===== src/rtl/dsp_mac_pipe.sv =====
// Pipelined multiply-accumulate element for a FIOS processing element.
// Four modes: MUL, MULC, ACC, and ACCSH (accumulate with right shift), plus a carry-out bit.
module dsp_mac_pipe #(
  parameter int A_WIDTH = 17,
  parameter int B_WIDTH = 17,
  parameter int C_WIDTH = 34,
  parameter int P_WIDTH = 34,
  parameter int ABREG   = 1,
  parameter int MREG    = 1,
  parameter int SHIFT   = 17
) (
  input  logic               clock_i,
  input  logic               reset_n_i,
  input  logic               valid_i,
  input  logic [1:0]         mode_i,
  input  logic               C_en_i,
  input  logic [A_WIDTH-1:0] A_i,
  input  logic [B_WIDTH-1:0] B_i,
  input  logic [C_WIDTH-1:0] C_i,
  output logic               valid_o,
  output logic [P_WIDTH-1:0] P_o,
  output logic               carry_o
);

  if (ABREG < 0 || ABREG > 2 || MREG < 0 || MREG > 1 ||
      C_WIDTH > P_WIDTH || SHIFT < 0 || SHIFT >= P_WIDTH) begin : g_bad_params
    $error("dsp_mac_pipe: illegal parameter combination");
  end

  typedef enum logic [1:0] {
    MODE_MUL   = 2'd0,
    MODE_MULC  = 2'd1,
    MODE_ACC   = 2'd2,
    MODE_ACCSH = 2'd3
  } mode_e;

  typedef struct packed {
    logic               valid;
    mode_e              mode;
    logic [A_WIDTH-1:0] a;
    logic [B_WIDTH-1:0] b;
    logic [C_WIDTH-1:0] c;
  } op_t;

  typedef struct packed {
    logic               valid;
    mode_e              mode;
    logic [P_WIDTH-1:0] prod;
    logic [C_WIDTH-1:0] c;
  } mul_t;

  logic [C_WIDTH-1:0] c_hold;
  logic [C_WIDTH-1:0] c_eff;
  op_t                op_in;
  op_t                op_ab;
  mul_t               m_in;
  mul_t               m_out;
  logic [P_WIDTH:0]   sum;

  // c_hold follows c_eff on every edge, whether or not an operation issues.
  assign c_eff = C_en_i ? C_i : c_hold;

  // NOTE: sequential state uses non-blocking assignments only, so every
  // register samples its inputs from before the edge.
  always_ff @(posedge clock_i or negedge reset_n_i) begin
    if (!reset_n_i) c_hold <= '0;
    else            c_hold <= c_eff;
  end

  assign op_in = '{valid: valid_i, mode: mode_e'(mode_i), a: A_i, b: B_i, c: c_eff};

  if (ABREG == 0) begin : g_ab_bypass
    assign op_ab = op_in;
  end else begin : g_ab_regs
    op_t ab_q [ABREG];

    // NOTE: pipeline data registers are reset along with the valid bits.
    // Flushed ops then leave no stale operands behind after reset.
    always_ff @(posedge clock_i or negedge reset_n_i) begin
      if (!reset_n_i) begin
        for (int i = 0; i < ABREG; i++) ab_q[i] <= '0;
      end else begin
        ab_q[0] <= op_in;
        for (int i = 1; i < ABREG; i++) ab_q[i] <= ab_q[i-1];
      end
    end

    assign op_ab = ab_q[ABREG-1];
  end

  // Truncating both operands first gives the same result as truncating the full product.
  assign m_in = '{valid: op_ab.valid,
                  mode:  op_ab.mode,
                  prod:  P_WIDTH'(op_ab.a) * P_WIDTH'(op_ab.b),
                  c:     op_ab.c};

  if (MREG == 0) begin : g_m_bypass
    assign m_out = m_in;
  end else begin : g_m_reg
    mul_t m_q;

    always_ff @(posedge clock_i or negedge reset_n_i) begin
      if (!reset_n_i) m_q <= '0;
      else            m_q <= m_in;
    end

    assign m_out = m_q;
  end

  // NOTE: sum gets a default before the case, so no latch is inferred for it.
  always_comb begin
    sum = {1'b0, m_out.prod};
    case (m_out.mode)
      MODE_MULC:  sum = {1'b0, m_out.prod} + (P_WIDTH+1)'(m_out.c);
      MODE_ACC:   sum = {1'b0, m_out.prod} + {1'b0, P_o};
      MODE_ACCSH: sum = {1'b0, m_out.prod} + {1'b0, P_o >> SHIFT};
      default:    ;
    endcase
  end

  // P and carry change only on a completed op, so gaps in the op stream keep the last result.
  always_ff @(posedge clock_i or negedge reset_n_i) begin
    if (!reset_n_i) begin
      valid_o <= 1'b0;
      P_o     <= '0;
      carry_o <= 1'b0;
    end else begin
      valid_o <= m_out.valid;
      if (m_out.valid) {carry_o, P_o} <= sum;
    end
  end

endmodule


===== config.mk =====
export PLATFORM = sky130hd
export DESIGN_NAME = dsp_mac_pipe
export DESIGN_NICKNAME = d
export VERILOG_FILES = /design/src/rtl/dsp_mac_pipe.sv
export SDC_FILE = /design/constraint.sdc
export NUM_CORES = 1
export LEC_CHECK = 0
export CORE_ASPECT_RATIO = 1.4
export CORE_MARGIN = 2
export CORE_UTILIZATION = 54
export DETAILED_ROUTE_END_ITERATION = 8
export PLACE_DENSITY = 0.74
export SLEW_MARGIN = 20
export SYNTH_ARGS = -nofsm -noshare
export SYNTH_HDL_FRONTEND = slang
export SYNTH_SLANG_ARGS = --single-unit

===== constraint.sdc =====
create_clock -name clock_i -period 10.15 [get_ports clock_i]
set_clock_uncertainty 0.2 [all_clocks]
set_input_delay 2.03 -clock clock_i [delete_from_list [all_inputs] [get_ports clock_i]]
set_output_delay 2.03 -clock clock_i [all_outputs]
set_load 0.01 [all_outputs]

# [Word-level counts from Yosys, hierarchy flattened]
# Cells that the tools add are included.
# W data, S select, Z words.
[word_totals] regBits=178 in_bits=74 out_inout_bits=36 elab_cells=20
[classes] add_sub_neg=3 mul=1 eq_ne=3 n_mux=1
[op_table] operator="$pmux W35 S3" n=1
[op_table] operator="$add A34 B34 Y35" n=2
[op_table] operator="$add A34 B17 Y35" n=1
[op_table] operator="$mul A17 B17 Y34" n=1
[op_table] operator="$eq A2 B2 Y1 const B" n=2
[op_table] operator="$eq A2 B1 Y1 const B" n=1

# [Depth between registers and ports, before layout]
[logic_depth] word_depth=2 depth_mapped=25 ltp_nobuf=23

# [Least setup slack after synthesis]
# No wires, ideal clock.
[synth_timing] path_type="register to register" start="reg g_ab_regs.ab_q[42] in the netlist's numbering" end="reg g_m_reg.m_q[66] in the netlist's numbering" setup_ns=0.080 arrival_time_ns=5.817 required_ns=9.870 path_slack_ns=4.053 stages_incl_launch_ff=25 n_path_buf=2 cell_sequence="dfrtp_1 -> clkbuf_1 -> clkbuf_1 -> nand2_1 -> fa_1 -> inv_1 -> fa_1 -> inv_1 -> fa_1 -> inv_1 -> fa_1 -> fa_1 -> inv_1 -> fa_1 -> inv_1 -> ha_1 -> a21oi_1 -> o21ai_1 -> a221o_1 -> nor2_1 -> a21oi_1 -> a21oi_1 -> o21ai_1 -> a41oi_1 -> xnor2_1"
[synth_rtl] element="start, declared" line_no="75" text="op_t ab_q [ABREG];"
[synth_rtl] element="end signal, assigned" line_no="104" text="else m_q <= m_in;"
[synth_rtl] element="end, declared" line_no="100" text="mul_t m_q;"

==> flow_metrics.env <==
export IMPL_synth_net_count=2228
export IMPL_num_vias=12400
export IMPL_synth_cell_types=54
export IMPL_status="finished, final reports clean"
export IMPL_cp_max_fo=17
export IMPL_initial_core_util_pct=54.6
export IMPL_cap_violations=0
export IMPL_totalWireLength_mm=41.6
export IMPL_cts_root_buffer="clkbuf_16"
export IMPL_grt_pass1_wl_mm=68.3
export IMPL_postRouteAntennaNets=0
export IMPL_ctsHoldBuffers=0
export IMPL_layout_nets=2294
export IMPL_drt_iter0_drc=591
export IMPL_tightestPinTransition_ns=0.942
export IMPL_worstHoldPathType="flip-flop to flip-flop"
export IMPL_dieArea_um2=33200
export IMPL_grt_overflow=0
export IMPL_multi_input_area_um2=11300
export IMPL_synth_avg_cell_area_um2=9.60
export IMPL_io_pins=110
export IMPL_critPathCaptureType="flip-flop"
export IMPL_fp_dieH_um=215
export IMPL_period_needed_ns=6.65
export IMPL_tritoncts="yes"
export IMPL_core_area_um2=31400
export IMPL_num_rows=77
export IMPL_cts_setup_buffers=0
export IMPL_rsz0062_at_grt="no"
export IMPL_post_route_period_util_pct=65.6
export IMPL_clkSinkCount=178
export IMPL_finalHoldViolations=0
export IMPL_htreeDepth=4
export IMPL_grt_usage_pct=26.5
export IMPL_slowest_stage="dfrtp_1"
export IMPL_layout_drive_gt1_share_pct=4.72
export IMPL_start_kind="flip-flop"
export IMPL_path_class="flip-flop to flip-flop"
export IMPL_fin_setup_tns_ns=0
export IMPL_crit_family="adder cells"
export IMPL_p_per_area_nw_per_um2=357
export IMPL_worst_slew_margin_rel_pct=37.2
export IMPL_seq_area_um2=4460
export IMPL_peakVddDrop_mv=0.283
export IMPL_synth_area_um2=17200
export IMPL_synthFlopType="dfrtp_1"
export IMPL_synthArstFlopShare_pct=100
export IMPL_cp_cell_sequence="and2_1 > fa_1 > inv_1 > fa_1 > fa_1 > fa_1 > inv_1 > fa_1 > inv_1 > fa_1 > inv_1 > ha_1 > nand2_1 > o21ai_1 > nor2_1 > a2111o_1 > a21oi_1 > a211oi_1 > o41ai_1 > a21oi_1 > xnor2_1"
export IMPL_leakagePower_nw=9.43
export IMPL_synth_edf_count=0
export IMPL_clk_latency_ns=0.46
export IMPL_slew_viol_final=0
export IMPL_ys_seq_elements=178
export IMPL_dp_hpwl_mm=32.2
export IMPL_crit_arrival_ns=6.79
export IMPL_finalSetupViolations=0
export IMPL_slowest_delay_ns=0.78
export IMPL_timing_critical_path_buf_inv=4
export IMPL_synth_seq_area_share_pct=26.0
export IMPL_cp_common_cell="fa_1"
export IMPL_pre_cts_slack_ns=3.51
export IMPL_numCtsBuffers=17
export IMPL_grt_max_degree=103
export IMPL_required_ns=10.28
export IMPL_routed_via_density=5.47
export IMPL_clockBufferDepth=2
export IMPL_gp_congestion=0.919
export IMPL_fmax_ghz=0.150
export IMPL_final_cell_mix="inv_1 (315), fa_1 (225), nand2_1 (221)"
export IMPL_area_growth_pct=11.7
export IMPL_grt_pass1_vias=13200
export IMPL_final_setup_worst_slack_ns=3.50
export IMPL_mostFrequentLayoutCell="inv_1"
export IMPL_num_fill_cells=2682
export IMPL_post_route_drc_count=0
export IMPL_drtPass1Iterations=4
export IMPL_antenna_found_initial=0
export IMPL_ys_warn_count=0
export IMPL_port_buffer_count=109
export IMPL_die_w_um=155
export IMPL_ctsResizeCount=0
export IMPL_n_antenna_cell=0
export IMPL_clk_pin_slew_worst_paths_ns=0.07
export IMPL_post_drt_wl_per_cell_um=18.4
export IMPL_syn_inst=1787
[through the flow]
| step | instance area [um2] | instances | hold WS, ns | utilization [%] | power (mW) |
|---|---|---|---|---|---|
| 2_1_floorplan | 17200 | 1787 | 0.131 | - | 4.84 |
| 6_report | 19200 | 2261 | 0.149 | 61.0 | 6.83 |
| 4_1_cts | 19100 | 2260 | 0.152 | 60.9 | 6.84 |
| 3_5_place_dp | 18500 | 2228 | 0.136 | 59.0 | 6.08 |
| 3_3_place_gp | 18500 | 2228 | 0.133 | 59.0 | 5.98 |
| 5_1_grt | 19200 | 2261 | 0.166 | 61.0 | 7.56 |
[synth_stat cells (4+ instances only)]
library cell,n,area (um2)
inv_1,315,1180
fa_1,225,4500
nand2_1,221,830
dfrtp_1,178,4450
ha_1,142,1780
and2_1,134,838
a21oi_1,99,495
nor2_1,83,312
clkbuf_1,66,248
o21ai_0,45,225
mux2_2,38,428
xnor2_1,34,298
xor2_1,23,201
a21o_1,19,143
mux2i_1,18,180
a31oi_1,14,87.6
nand3_1,14,70.1
o21a_1,11,82.6
nor2b_1,10,62.6
o21ai_1,9,45.0
nand4_1,8,50.1
o21bai_1,8,60.1
o2111ai_1,6,52.6
a211oi_1,5,37.5
or3_1,5,31.3
and3_1,4,25.0
nand2b_1,4,25.0
nor3_1,4,20.0
[cell families (layout without fill, tap and decap cells)]
group | count (synthesis) | after routing | share of synthesized area [%]
AO/OA/AOI/OAI | 245 | 245 | 8.70
flip-flops | 178 | 178 | 26.0
buffers and inverters | 384 | 463 | 8.40
XOR/XNOR | 57 | 57 | 2.91
multiplexers | 56 | 56 | 3.55
adder cells (fa/ha/maj) | 367 | 367 | 36.6
AND/OR/NAND/NOR | 500 | 500 | 13.8
[worst paths after layout]
| kind | startpoint | to | slack (ns) | depth (start not counted) |
|---|---|---|---|---|
| setup reg to reg | g_ab_regs.ab_q[56] | g_m_reg.m_q[64] | 3.50 | 21 |
| max in group asynchronous | reset_n_i | g_ab_regs.ab_q[27] | 6.75 | 2 |
| setup / recovery | g_ab_regs.ab_q[56] | g_m_reg.m_q[64] | 3.50 | 21 |
| hold reg to reg | g_ab_regs.ab_q[69] | g_m_reg.m_q[69] | 0.15 | 0 |
| min in group asynchronous | reset_n_i | g_ab_regs.ab_q[11] | 1.46 | 1 |
| hold / removal | g_ab_regs.ab_q[69] | g_m_reg.m_q[69] | 0.15 | 0 |
[report_power, final]
group          internal [mW]  total [mW]  switching, mW  leakage, nW
Clock                  0.386       0.703          0.317        0.303
Sequential             0.948        1.15          0.204         2.08
Combinational           2.19        4.98           2.79         7.05
Total                   3.53        6.83           3.31         9.43
[final cells by class]
class / count / share of cell area (%)
clock buffer: 19 / 2.36
clock inverter: 13 / 0.842
inverter: 315 / 6.17
multi-input combinational: 1225 / 58.8
sequential: 178 / 23.3
tap: 395 / 2.58
timing repair buffer: 116 / 6.01
[registers in the layout (all words and copies together) (netlist names)]
name / cells
P_o: 34
g_ab_regs.ab_q: 71
carry_o: 1
valid_o: 1
g_m_reg.m_q: 71
[layer usage]
metal	track usage (%)	routed length, um
met4	12.2	1950
met3	3.59	2330
met5	0	0
met1	32.6	16100
met2	46.4	21200
[worst register-to-register path, stage by stage, from the launching register on]
cell      delay [ns]
dfrtp_1         0.78
and2_1          0.24
fa_1            0.41
inv_1           0.09
fa_1            0.44
fa_1            0.50
fa_1            0.55
inv_1           0.05
fa_1            0.48
inv_1           0.05
fa_1            0.47
inv_1           0.04
ha_1            0.33
nand2_1         0.06
o21ai_1         0.29
nor2_1          0.09
a2111o_1        0.45
a21oi_1         0.26
a211oi_1        0.13
o41ai_1         0.34
a21oi_1         0.13
xnor2_1         0.13
(Power assumes the default switching activity.)
